## src/rtl/adder_chk_pkg.sv

```systemverilog
// Shared types and constants for the adder vector checker and its fetch unit.
package adder_chk_pkg;

  typedef enum logic [2:0] {
    S_IDLE,
    S_FETCH,
    S_SETTLE,
    S_CHECK,
    S_DONE
  } state_e;

  // Fetch phase in which each ROM word is on mem_rdata (address was issued one phase earlier).
  localparam logic [1:0] PH_A = 2'd1;
  localparam logic [1:0] PH_B = 2'd2;
  localparam logic [1:0] PH_S = 2'd3;

  localparam int WORDS_PER_VEC = 3;

endpackage

```

## src/rtl/adder_vec_fetch.sv

```systemverilog
// Reads one (a, b, sum) triplet from the synchronous vector ROM and holds it.
module adder_vec_fetch
  import adder_chk_pkg::*;
#(
  parameter int DATA_W = 8,
  parameter int ADDR_W = 7,
  parameter int CNT_W  = 5
) (
  input  logic              clk,
  input  logic              rst_n,
  input  logic              i_start,
  input  logic [CNT_W-1:0]  i_vec_idx,
  output logic [ADDR_W-1:0] o_mem_addr,
  input  logic [DATA_W-1:0] i_mem_rdata,
  output logic [DATA_W-1:0] o_a,
  output logic [DATA_W-1:0] o_b,
  output logic [DATA_W-1:0] o_exp,
  output logic              o_fetch_done
);

  logic              r_active;
  logic [1:0]        r_phase;
  logic [DATA_W-1:0] r_a;
  logic [DATA_W-1:0] r_b;
  logic [DATA_W-1:0] r_exp;

  // NOTE: non-blocking assignments so every register samples pre-edge values, independent of statement order.
  always_ff @(posedge clk or negedge rst_n) begin
    if (!rst_n) begin
      r_active <= 1'b0;
      r_phase  <= '0;
      r_a      <= '0;
      r_b      <= '0;
      r_exp    <= '0;
    end else if (i_start) begin
      r_active <= 1'b1;
      r_phase  <= '0;
    end else if (r_active) begin
      r_phase <= r_phase + 2'd1;
      case (r_phase)
        PH_A: r_a <= i_mem_rdata;
        PH_B: r_b <= i_mem_rdata;
        PH_S: begin
          r_exp    <= i_mem_rdata;
          r_active <= 1'b0;
        end
        default: ;
      endcase
    end
  end

  // Phase 0..2 walk the three words of the vector; phase 3 only collects the last read.
  assign o_mem_addr   = ADDR_W'(i_vec_idx) * ADDR_W'(WORDS_PER_VEC) + ADDR_W'(r_phase);
  assign o_fetch_done = r_active && (r_phase == PH_S);
  assign o_a          = r_a;
  assign o_b          = r_b;
  assign o_exp        = r_exp;

endmodule

```

## config.mk

```make
export PLATFORM = sky130hd
export DESIGN_NAME = adder_vec_fetch
export DESIGN_NICKNAME = d
export VERILOG_FILES = /design/src/rtl/adder_chk_pkg.sv /design/src/rtl/adder_vec_fetch.sv
export SDC_FILE = /design/constraint.sdc
export NUM_CORES = 1
export LEC_CHECK = 0
export ABC_AREA = 1
export BUFFER_PORTS_ARGS = -buffer_cell sky130_fd_sc_hd__buf_2
export CAP_MARGIN = 20
export CORE_ASPECT_RATIO = 0.8
export CORE_UTILIZATION = 49
export DETAILED_ROUTE_END_ITERATION = 8
export PLACE_DENSITY = 0.84
export RECOVER_POWER = 100
export SKIP_LAST_GASP = 1
export SYNTH_ARGS = -nofsm -noshare
export SYNTH_HDL_FRONTEND = slang
export SYNTH_SLANG_ARGS = --single-unit
```

## constraint.sdc

```tcl
create_clock -name clk -period 3.03 [get_ports clk]
set_clock_uncertainty 0.1 [all_clocks]
set_input_delay 0.4545 -clock clk [delete_from_list [all_inputs] [get_ports clk]]
set_output_delay 0.4545 -clock clk [all_outputs]
set_load 0.02 [all_outputs]
```

# Word level (Yosys, flattened, before mapping)
# Cells that the tools add are included.
[op_classes]
div = 0
n_reduce_logical = 5
n_shift = 0
mux = 5
n_bitwise = 1
order_cmp = 0
n_mul = 1
addsub = 2
eq_ne = 3
[ops]
columns = ["cell", "count"]
rows = [
  ["$reduce_and A3 Y1", 3],
  ["$add A7 B2 Y7", 1],
  ["$mul A5 B2 Y7 const B", 1],
  ["$eq A2 B2 Y1 const B", 2],
  ["$mux W2", 2],
  ["$mux W1", 3],
  ["$add A2 B1 Y2 const B", 1],
  ["$eq A2 B1 Y1 const B", 1],
  ["$reduce_bool A2 Y1", 1],
  ["$logic_and A1 B1 Y1", 1],
  ["$not A1 Y1", 1],
]
[word_totals]
out_inout_bits = 32
ramBits = 0
mem_count = 0
latchBits = 0
rom_bits = 0
elab_cells = 22
reg_bits = 27
input_bits = 16

# Longest topological paths before layout
# Gate-level depths: netlist of the first run.
[depth]
word_depth = 4
mapped_depth = 11
mapped_depth_nobuf = 11

# Worst setup path before layout of the first run
# OpenSTA, ideal clock, no wires.
[synth_timing]
path_kind = "input to output"
start = "input i_vec_idx[0]"
end = "output o_mem_addr[3]"
path_slack_ns = 0.418
arrival_ns = 2.057
cell_stages = 7
required_time_ns = 2.475
path_buffers = 0
cell_sequence = "inv_1 > fa_1 > inv_1 > ha_1 > inv_1 > fa_1 > xnor2_1"
[synth_between]
elab_chain_cells = 2
[synth_rtl]
columns = ["element", "line_no", "rtl"]
rows = [
  ["start: declaration", "adder_vec_fetch.sv:12", "input logic [CNT_W-1:0] i_vec_idx,"],
  ["$mul A5 B2 Y7", "adder_vec_fetch.sv:53", "assign o_mem_addr = ADDR_W'(i_vec_idx) * ADDR_W'(WORDS_PER_VEC) + ADDR_W'(r_phase);"],
  ["$add A7 B2 Y7", "adder_vec_fetch.sv:53", ""],
  ["end: declaration", "adder_vec_fetch.sv:13", "output logic [ADDR_W-1:0] o_mem_addr,"],
]
# Every way passes these cells.

# Worst setup path in the final report of the first run
[layout_timing]
start = "register r_phase[1]"
end = "output o_mem_addr[5]"
[layout_between]
elab_chain_cells = 1
[layout_rtl]
columns = ["element", "line_no", "rtl"]
rows = [
  ["start: declaration", "adder_vec_fetch.sv:22", "logic [1:0] r_phase;"],
  ["start signal: assignment", "adder_vec_fetch.sv:39", "r_phase <= r_phase + 2'd1;"],
  ["$add A7 B2 Y7", "adder_vec_fetch.sv:53", ""],
]
# Every way passes these cells.

==> impl_metrics.csv, run 1 <==
group,metric,value,unit
drt,drt-pass1-iter-count,4,
yosys,syn_nets,203,
global_route,overflow,0,
pwr,power.leakage,0.9556,nW
placed_design,gp_congestion,0.7784,
drt,via_per_inst,4.639,
worst_setup_path,path_cells,"inv_2, fa_1, inv_1, ha_2, inv_1, fa_2, inv_1, nand2_1, nand2_1, nand3_1, nand2_1, buf_4",
timing,setup_tns,0,ns
worst_setup_path,critPathArrivalTime,2.33,ns
timing,fin_crit,2.885,ns
drt,drc,0,
yosys,ys_seq_area_share,47.79,%
cts,clk_pin_slew,0.13,ns
status,outcome,"completed",
worst_setup_path,cp_max_fo,3,
worst_setup_path,max_stage_delay,0.41,ns
yosys,avgSynthCellArea,8.173,sq um
floorplan,dieArea,0.003106,sq mm
cells_and_area,drive_gt1_share,12.89,%
global_route,grt_start_max_net_pins,28,
timing,max_freq,346.7,MHz
yosys,synth_seq_cells,27,
cts,cts_buffer_depth,2,
timing,tightest_slew,1.387,ns
floorplan,core-area,0.002744,sq mm
yosys,syn-cell-area,0.001414,sq mm
timing,post-route-period-util,95.20,%
cells_and_area,fillers,272,
worst_setup_path,crit_family,"adder cells",
pwr,power,1.379,mW
worst_setup_path,cp-start-kind,"flip-flop",
cts,insertion_delay,0.32,ns
cells_and_area,antenna_cells,0,
timing,setup_viol,0,
pwr,p_per_area,818.3,mW/mm^2
global_route,grt_pass1_vias,1045,
cts,cts_inserted_buffers,3,
cts,htree_levels,1,
cts,ctsRootBufferMaster,"clkbuf_4",
timing,slew_headroom,7.556,%
worst_setup_path,path_buf_inv,5,
yosys,synthCells,173,
timing,hold_violations,0,
floorplan,fp.dieH,50.05,um
floorplan,die_x,62.06,um
drt,drt_iter0_markers,33,
timing,whs,0.2655,ns
hold_path,hold_depth,3,
timing,final_max_slew_viol_count,0,
drt,avgRoutedWirePerCell,10.95,um
cells_and_area,fin_cells,263,
worst_setup_path,worst-path-stages,12,
placed_design,place_area,0.001697,sq mm
hold_path,hold_path.class,"input pin to flip-flop",
yosys,ys_types,17,
yosys,synth-warning-count,0,
floorplan,initial_utilization,51.53,%
drt,routed_wl,2.880,mm
drt,ant_nets,0,
global_route,track_usage,20.09,%
global_route,antenna_found_initial,0,
cts,cts_tree,"yes",
floorplan,rows,17,
placed_design,dp_cells,258,
worst_setup_path,cp-end-kind,"output pin",
run,cap_viol_max_count,0,
yosys,synth.area.top_cells,"dfrtp_1 (48%), nand2_1 (22%), ha_1 (11%), inv_1 (6.1%), fa_1 (2.8%)",
worst_setup_path,r2r_cells,7,
placed_design,post-dp-hpwl,2.229,mm
worst_setup_path,cp.required,2.48,ns
floorplan,pin_count,48,
pwr,vdd_drop_max,0.5747,mV
cells_and_area,fin_area,0.001685,sq mm
worst_setup_path,critPathKind,"flip-flop to output pin",
yosys,synth_largest_type_area_fraction,47.79,%
cells_and_area,finalNetCount,256,
yosys,synth_largest_area_cell,"dfrtp_1",
cts,clkSinkCount,27,
placed_design,port_buffers,47,
global_route,grt_pass1_wl,4.567,mm
worst_setup_path,cp_slowest_cell,"dfrtp_1",
drt,num_vias,1220,
cells_and_area,area_growth,19.20,%
[worst reg2reg max path, cell delays in order (launching register included)]
cell and delay [ns]:
dfrtp_1 0.38, clkbuf_4 0.14, ha_1 0.18, nand2_2 0.07
nor2_1 0.47, clkinvlp_2 0.49, nand2_1 0.15, nand2_1 0.06
[cells in the mapped netlist]
cell type and number:
nor2_1 2, dfrtp_1 27, fa_1 2, inv_4 1, ha_1 12, xnor2_1 1, inv_1 23, o21ai_0 2
nand2_4 1, nor2_4 1, nand3_1 7, inv_2 1, nor2_2 2, a21oi_1 3, o22ai_1 1, nand2_1 84
nand2_2 3
[stage by stage]
step | utilization [%] | setup WS [ns]
floorplan | - | 0.4182
global placement | 61.83 | 0.2498
detailed placement | 61.83 | 0.1872
CTS | 62.88 | 0.03574
global route | 61.42 | -0.01187
finish | 61.42 | 0.1453
[registers in the layout, summed over array words and instances (netlist names)]
signal    cells
o_exp         8
o_a           8
r_active      1
r_phase       2
o_b           8
[what timing repair did]
action,4_1_cts,5_1_grt
pin swaps,0,1
resized for setup,1,3
hold buffers,0,0
setup buffers,0,1
setup endpoints to repair,1,1
[cell type report]
class / count / area [sq um] / area share, %
clock buffer: 4 / 26.28 / 1.559
inverter: 25 / 95.09 / 5.642
multi-input combinational: 121 / 634.4 / 37.64
sequential: 27 / 675.6 / 40.09
tap: 38 / 47.55 / 2.821
timing repair buffer: 48 / 206.4 / 12.25
[kinds of logic after synthesis]
kind of cell / after synthesis / share of synthesized area [%]
adders and majority gates: 14 / 13.45
xor gates and xnor gates: 1 / 0.6196
and+or+nand+nor: 100 / 29.11
buffers and inverters: 25 / 6.814
DFF: 27 / 47.79
AOI/OAI and AO/OA: 6 / 2.212
[power breakdown]
part / switching [mW] / internal, mW / total [mW]
Sequential: 0.0884 / 0.514 / 0.602
Combinational: 0.447 / 0.182 / 0.629
Clock: 0.0962 / 0.0516 / 0.148
[metal layers]
metal / vias to the layer above / share of wire [%] / track usage [%]
met5: - / 0 / 0
met4: 0 / 0.49 / 4.815
met3: 2 / 3.5 / 5.249
met2: 28 / 46 / 28.90
li1: 626 / - / -
met1: 564 / 50 / 29.85
[layout by cell type, fill, tap and decap left out]
master      count
nand2_1        84
clkbuf_1       32
dfrtp_1        27
inv_1          22
buf_2          15
ha_1           11
nand3_1         7
nor2_1          5
clkbuf_4        4
a21oi_1         3
nand2_2         3
inv_2           2
o21ai_0         2
xnor2_1         1
nand2_4         1
o22ai_1         1
clkinvlp_2      1
fa_1            1
fa_2            1
ha_2            1
buf_4           1
[path summary, 6_finish.rpt]
path | startpoint | to | slack (ns)
max in group asynchronous | rst_n | o_a[5] | 1.70
min | i_mem_rdata[4] | o_b[4] | 0.27
max reg2reg | r_phase[1] | o_exp[2] | 0.91
min reg2reg | o_b[2] | o_b[2] | 0.39
min in group asynchronous | rst_n | o_exp[0] | 0.32
max | r_phase[1] | o_mem_addr[5] | 0.15
Power figures use the tool's default switching activity.
==> run 2: changes to the inputs <==
CTS_CLUSTER_SIZE = 28   (was default)
GPL_TIMING_DRIVEN = 0   (was default)
==> run 2 against run 1 <==
  * Combinational power grew 0.8%
  * Total power grew 0.14%
  * Count of clock-buffer cells in the layout is the same
  * Die area is the same
==> impl_metrics.csv, run 2 (synthesis results as in run 1) <==
group,metric,value,unit
placed_design,dp_cells,258,
cts,ctsRootBufferMaster,"clkbuf_4",
drt,drt-pass1-iter-count,4,
cells_and_area,drive_gt1_share,12.83,%
status,outcome,"completed",
pwr,internal-power,0.7481,mW
timing,tightest_slew,1.406,ns
global_route,antenna_found_initial,0,
placed_design,gp_congestion,0.8007,
floorplan,fp.dieH,50.05,um
drt,drc,0,
worst_setup_path,cp-end-kind,"output pin",
timing,final_max_slew_viol_count,0,
cells_and_area,final_core_util,61.29,%
timing,max_freq,346.6,MHz
drt,wl_met2,1.255,mm
timing,hold_violations,0,
pwr,p_comb_share,45.9,%
cts,cts_tree,"yes",
worst_setup_path,path_cells,"inv_2, fa_1, inv_1, ha_2, inv_1, fa_2, inv_2, nand2_1, nand2_1, nand3_1, nand2_1, buf_4",
drt,wl_met1,1.525,mm
timing,setup_viol,0,
pwr,clkPwrFrac,10.8,%
floorplan,pin_count,48,
drt,routed_wl,2.911,mm
drt,avgRoutedWirePerCell,11.03,um
cts,clkSinkCount,27,
drt,via_per_inst,4.523,
global_route,grt_start_max_net_pins,28,
worst_setup_path,cp_max_fo,3,
pwr,power,1.381,mW
cells_and_area,regArea,675.6,sq um
pwr,p_sw_share,45.83,%
timing,fin_crit,2.885,ns
drt,ant_nets,0,
drt,drt_iter0_markers,52,
floorplan,core-area,0.002744,sq mm
pwr,vdd_drop_max,0.5112,mV
timing,setup_tns,0,ns
cells_and_area,final_cell_mix,"nand2_1 (85), clkbuf_1 (33), dfrtp_1 (27), inv_1 (21), buf_2 (15)",
global_route,grt_pass1_vias,1031,
worst_setup_path,max_stage_delay,0.41,ns
global_route,grt_pass1_wl,4.726,mm
hold_path,hold_path.class,"input pin to flip-flop",
global_route,track_usage,21.31,%
worst_setup_path,critPathArrivalTime,2.33,ns
run,cap_viol_max_count,0,
timing,slew_headroom,6.261,%
worst_setup_path,critPathKind,"flip-flop to output pin",
global_route,overflow,0,
timing,whs,0.2556,ns
pwr,power_frac_seq,43.3,%
cts,cts_inserted_buffers,3,
cts,clk_pin_slew,0.13,ns
timing,rsz0062_at_grt,"no",
timing,post-route-period-util,95.22,%
cts,htree_levels,1,
cts,insertion_delay,0.32,ns
cells_and_area,fillers,271,
floorplan,rows,17,
drt,num_vias,1194,
drt,highest_layer,"met4",
floorplan,die_x,62.06,um
placed_design,port_buffers,47,
cells_and_area,final_common_cell,"nand2_1",
drt,wl_met3,103,um
worst_setup_path,cp_slowest_cell,"dfrtp_1",
floorplan,dieArea,0.003106,sq mm
cells_and_area,multi_input_area,626.9,sq um
worst_setup_path,cp-start-kind,"flip-flop",
worst_setup_path,cpMostUsedCell,"nand2_1",
cells_and_area,fin_cells,264,
floorplan,initial_utilization,51.53,%
pwr,p_sw,0.6329,mW
pwr,power.leakage,0.9535,nW
pwr,p_per_area,821.3,mW/mm^2
cells_and_area,finalNetCount,257,
placed_design,post-dp-hpwl,2.263,mm
worst_setup_path,cp.required,2.48,ns
cells_and_area,area_growth,18.94,%
cells_and_area,antenna_cells,0,
cts,cts_buffer_depth,2,
==> run 2: changes by cell type in the layout (fill, tap and decap cells not counted), sizes merged <==
cell,previous run,this run
clkbuf,36,37
==> run 2: layout make-up <==
| type | count | share of cell area (%) |
|---|---|---|
| tap | 38 | 2.827 |
| multi-input combinational | 121 | 37.28 |
| inverter | 25 | 5.655 |
| timing repair buffer | 49 | 12.50 |
| sequential | 27 | 40.18 |
| clock buffer | 4 | 1.563 |
==> run 2: path summary, 6_finish.rpt <==
| check | depth (start not counted) | to | slack (ns) | start |
|---|---|---|---|---|
| worst min register to register | 2 | o_exp[2] | 0.38 | o_exp[2] |
| worst min-delay path | 3 | r_active | 0.26 | i_start |
| worst max register to register | 8 | o_exp[5] | 0.69 | r_phase[1] |
| max in group asynchronous | 1 | o_exp[7] | 1.68 | rst_n |
| min in group asynchronous | 1 | o_b[4] | 0.34 | rst_n |
| worst max-delay path | 12 | o_mem_addr[5] | 0.14 | r_phase[1] |
==> run 2: metal layers <==
layer,up-vias,track usage (%)
li1,628,-
met1,534,33.00
met2,28,29.61
met3,4,5.512
met4,0,4.444
met5,-,0
==> run 2: what timing repair did <==
item | in CTS | in global routing
gates cloned | 0 | 0
pin swaps | 0 | 0
endpoints found under the setup margin | 1 | 1
buffers inserted | 1 | 1
resized for setup | 0 | 5
hold buffers | 0 | 0
==> run 2: worst max-delay path: cells and delay by family, from the launching register on <==
kind          cells  cell delay (ns)
simple gates      4             0.23
fa+ha+maj         3             0.96
buf+inv           5             0.41
flops             1             0.41
==> run 2: power by group through the flow <==
stage	Combinational (mW)	Sequential (mW)	Clock, mW
after floorplan	0.248	0.790	0
after global placement	0.665	0.592	0
after detailed placement	0.683	0.600	0
after CTS	0.687	0.593	0.152
after global routing	0.705	0.617	0.174
final	0.634	0.598	0.149
==> run 2: through the flow <==
stage / worst slack [ns] / instance area, sq um
CTS: 0.006036 / 1730
global placement: 0.2103 / 1697
detailed placement: 0.1840 / 1697
global route: 0.0001135 / 1682
finish: 0.1448 / 1682
floorplan: 0.4182 / 1414
==> run 3: changes to the inputs <==
ABC_AREA = default   (was 1)
CORE_UTILIZATION = 48   (was 49)
CTS_CLUSTER_SIZE = 24   (was 28)
TNS_END_PERCENT = 30   (was default)
==> run 3 against run 2 <==
  * The run now ends with setup timing left
  * Clock power rose by 5%
  * Hold slack got worse by 0.043 ns
  * Die area fell by 4.0%
  * Global-route usage fell by 0.44 points
  * Wire length fell by 3.9%
  * Worst setup slack got worse by 0.22 ns
  * Sequential cell count did not move
  * Total power rose by 11%
  * Cell count fell by 27%
==> impl_metrics.csv, run 3 <==
group,metric,value,unit
yosys,synthTopCellsByCount,"dfrtp_1 (27), mux2_2 (24), ha_1 (12), inv_1 (12), nor2_1 (6)",
worst_setup_path,reg2reg_slack,1.35,ns
yosys,synthMostInstantiatedCell,"dfrtp_1",
placed_design,port_buffers,47,
pwr,power.leakage,0.8067,nW
timing,setup_viol,1,
worst_setup_path,max_stage_delay,0.43,ns
timing,max_freq,322.3,MHz
placed_design,gp_congestion,0.7414,
pwr,internal-power,0.8692,mW
floorplan,rows,16,
cts,ctsRootBufferMaster,"clkbuf_4",
cts,cts_buffer_depth,2,
global_route,grt_start_max_net_pins,28,
status,outcome,"finished with violations",
placed_design,pre_cts_slack,-0.008438,ns
cts,htree_levels,1,
hold_path,hold_path.class,"input pin to flip-flop",
floorplan,fp.dieH,49.04,um
drt,drc,0,
worst_setup_path,r2r_start,"r_phase[1]",
worst_setup_path,cp_max_fo,2,
worst_setup_path,path_buf_inv,4,
yosys,synth_largest_area_cell,"dfrtp_1",
run,cap_viol_max_count,0,
yosys,async_flop_share,100.0,%
cts,clkSinkCount,27,
pwr,power_frac_seq,40.4,%
worst_setup_path,cpMostUsedCell,"inv_2",
global_route,grt_pass1_wl,4.588,mm
worst_setup_path,critPathKind,"flip-flop to output pin",
cells_and_area,final_cell_mix,"clkbuf_1 (28), dfrtp_1 (27), mux2_2 (24), buf_2 (18), ha_1 (11)",
global_route,overflow,0,
global_route,track_usage,20.87,%
cells_and_area,fillers,226,
yosys,avgSynthCellArea,13.28,sq um
timing,final.setup.worst_slack,-0.07275,ns
cts,clk_pin_slew,0.14,ns
worst_setup_path,cp.required,2.48,ns
placed_design,dp_cells,183,
drt,avgRoutedWirePerCell,14.49,um
cells_and_area,drive_gt1_share,39.49,%
yosys,syn_nets,130,
yosys,synthCells,100,
timing,slew_headroom,7.447,%
global_route,antenna_found_initial,0,
worst_setup_path,critPathArrivalTime,2.55,ns
yosys,synth-warning-count,0,
worst_setup_path,path_cells,"inv_2, fa_1, inv_1, ha_2, inv_2, fa_2, nand2b_4, a21oi_4, xor2_1, buf_4",
floorplan,die_x,60.80,um
cells_and_area,area_growth,25.54,%
yosys,synth_largest_type_area_fraction,50.90,%
cells_and_area,final_common_cell,"clkbuf_1",
cells_and_area,fin_cells,193,
worst_setup_path,cp-end-kind,"output pin",
worst_setup_path,crit_family,"adder cells",
yosys,ys.flop_type,"dfrtp_1",
worst_setup_path,r2r_cells,4,
global_route,grt_pass1_vias,983,
timing,hold_violations,0,
cts,cts_tree,"yes",
cells_and_area,antenna_cells,0,
floorplan,dieArea,0.002981,sq mm
pwr,p_sw,0.6578,mW
yosys,synth_edf_count,0,
hold_path,whs_endpoint,"r_phase[0]",
pwr,p_comb_share,49.3,%
pwr,clkPwrFrac,10.2,%
yosys,synth.area.top_cells,"dfrtp_1 (51%), mux2_2 (20%), ha_1 (11%), inv_1 (3.4%), fa_1 (3.0%)",
hold_path,hp-start,"i_start",
worst_setup_path,reg2reg_to,"o_exp[1]",
cells_and_area,multi_input_area,623.1,sq um
yosys,ys_types,18,
yosys,syn-cell-area,0.001328,sq mm
cells_and_area,final_core_util,66.07,%
timing,rsz0062_at_grt,"yes",
drt,via_per_inst,4.870,
cells_and_area,finalNetCount,188,
cells_and_area,regArea,675.6,sq um
timing,post-route-period-util,102.4,%
timing,final_max_slew_viol_count,0,
yosys,synth_seq_cells,27,
floorplan,initial_utilization,52.63,%
drt,ant_nets,0,
timing,tightest_slew,1.388,ns
worst_setup_path,cp-start-kind,"flip-flop",
cts,insertion_delay,0.32,ns
cts,hold_buffers,0,
floorplan,pin_count,48,
drt,drt-pass1-iter-count,4,
timing,fin_crit,3.103,ns
status,failed_checks,"setup timing",
placed_design,post-dp-hpwl,2.057,mm
hold_path,hold_depth,2,
floorplan,core-area,0.002522,sq mm
drt,num_vias,940,
drt,routed_wl,2.797,mm
pwr,vdd_drop_max,0.4996,mV
yosys,ys_seq_area_share,50.90,%
pwr,p_per_area,916.3,mW/mm^2
pwr,p_sw_share,43.08,%
worst_setup_path,cp_slowest_cell,"dfrtp_1",
cts,cts_inserted_buffers,3,
drt,drt_iter0_markers,15,
## run 3: cell count changes after synthesis, moves of 2 or more
| cell | delta |
|---|---|
| nor2_1 | +4 |
| inv_1 | -11 |
| nand2_1 | -84 |
| mux2_2 | +24 |
| nand3_1 | -7 |
| nor2_2 | -2 |
| xnor2_1 | +2 |
## run 3: how the worst max path moves through the flow
stage                            start       endpoint  slack [ns]  depth (start not counted)
final                       r_phase[1]  o_mem_addr[5]       -0.07                         10
after CTS                   r_phase[1]  o_mem_addr[5]       -0.03                         10
after global routing        r_phase[1]  o_mem_addr[5]       -0.20                         10
after global placement    i_vec_idx[0]  o_mem_addr[5]        0.07                         11
after detailed placement  i_vec_idx[0]  o_mem_addr[5]      -0.008                         11
after floorplan           i_vec_idx[0]  o_mem_addr[5]        0.19                          9
## run 3: power by group through the flow
stage | logic [mW] | clock network (mW) | registers [mW]
floorplan | 0.297 | 0 | 0.820
global placement | 0.739 | 0 | 0.608
detailed placement | 0.768 | 0 | 0.625
CTS | 0.800 | 0.160 | 0.613
global route | 0.816 | 0.176 | 0.636
finish | 0.753 | 0.156 | 0.617
## run 3: cell type report
type | instances | share of cell area, %
clock buffer | 3 | 1.351
multi-input combinational | 61 | 37.39
tap | 36 | 2.703
sequential | 27 | 40.54
inverter | 12 | 2.703
clock inverter | 1 | 0.4505
timing repair buffer | 53 | 14.86
## run 3: repair_timing
| action | in CTS | in global routing |
|---|---|---|
| setup endpoints to repair | 1 | 1 |
| pin swaps | 5 | 3 |
| gates resized for setup | 7 | 1 |
| gates cloned | 0 | 0 |
| buffers inserted | 4 | 2 |
## run 3: metrics by stage
step / setup TNS, ns / hold WS (ns) / area [sq um] / power [mW]
final: -0.07275 / 0.2123 / 1667 / 1.527
after global routing: -0.3828 / 0.1856 / 1667 / 1.627
after CTS: -0.03141 / 0.01785 / 1687 / 1.573
after detailed placement: -0.008438 / 0.3881 / 1608 / 1.392
after global placement: 0 / 0.3664 / 1608 / 1.347
after floorplan: 0 / 0.05891 / 1328 / 1.117
## run 3: worst reg2reg max path, stage by stage, from the launching register on
cell and delay, ns:
dfrtp_1 0.43, buf_4 0.15, ha_1 0.21, nand2_1 0.30, mux2_2 0.39
## run 3: cells by family (layout without fill, tap and decap cells)
kind of cell	after synthesis	after routing	synth area share, %
flip-flops	27	27	50.90
XOR/XNOR	4	4	2.640
buffers and inverters	12	69	3.393
multiplexers	24	24	20.36
AO/OA/AOI/OAI	7	7	3.582
AND/OR/NAND/NOR	12	12	4.807
adder cells (fa/ha/maj)	14	14	14.33
## run 3: routing by layer
metal	up-vias	GRT usage [%]	routed length [um]	part of all wire, %
met4	0	1.136	0	0
met2	20	38.28	1507	54
met1	464	25.26	1184	42
met3	0	5.570	105	3.8
li1	456	-	-	-
met5	-	0	0	0
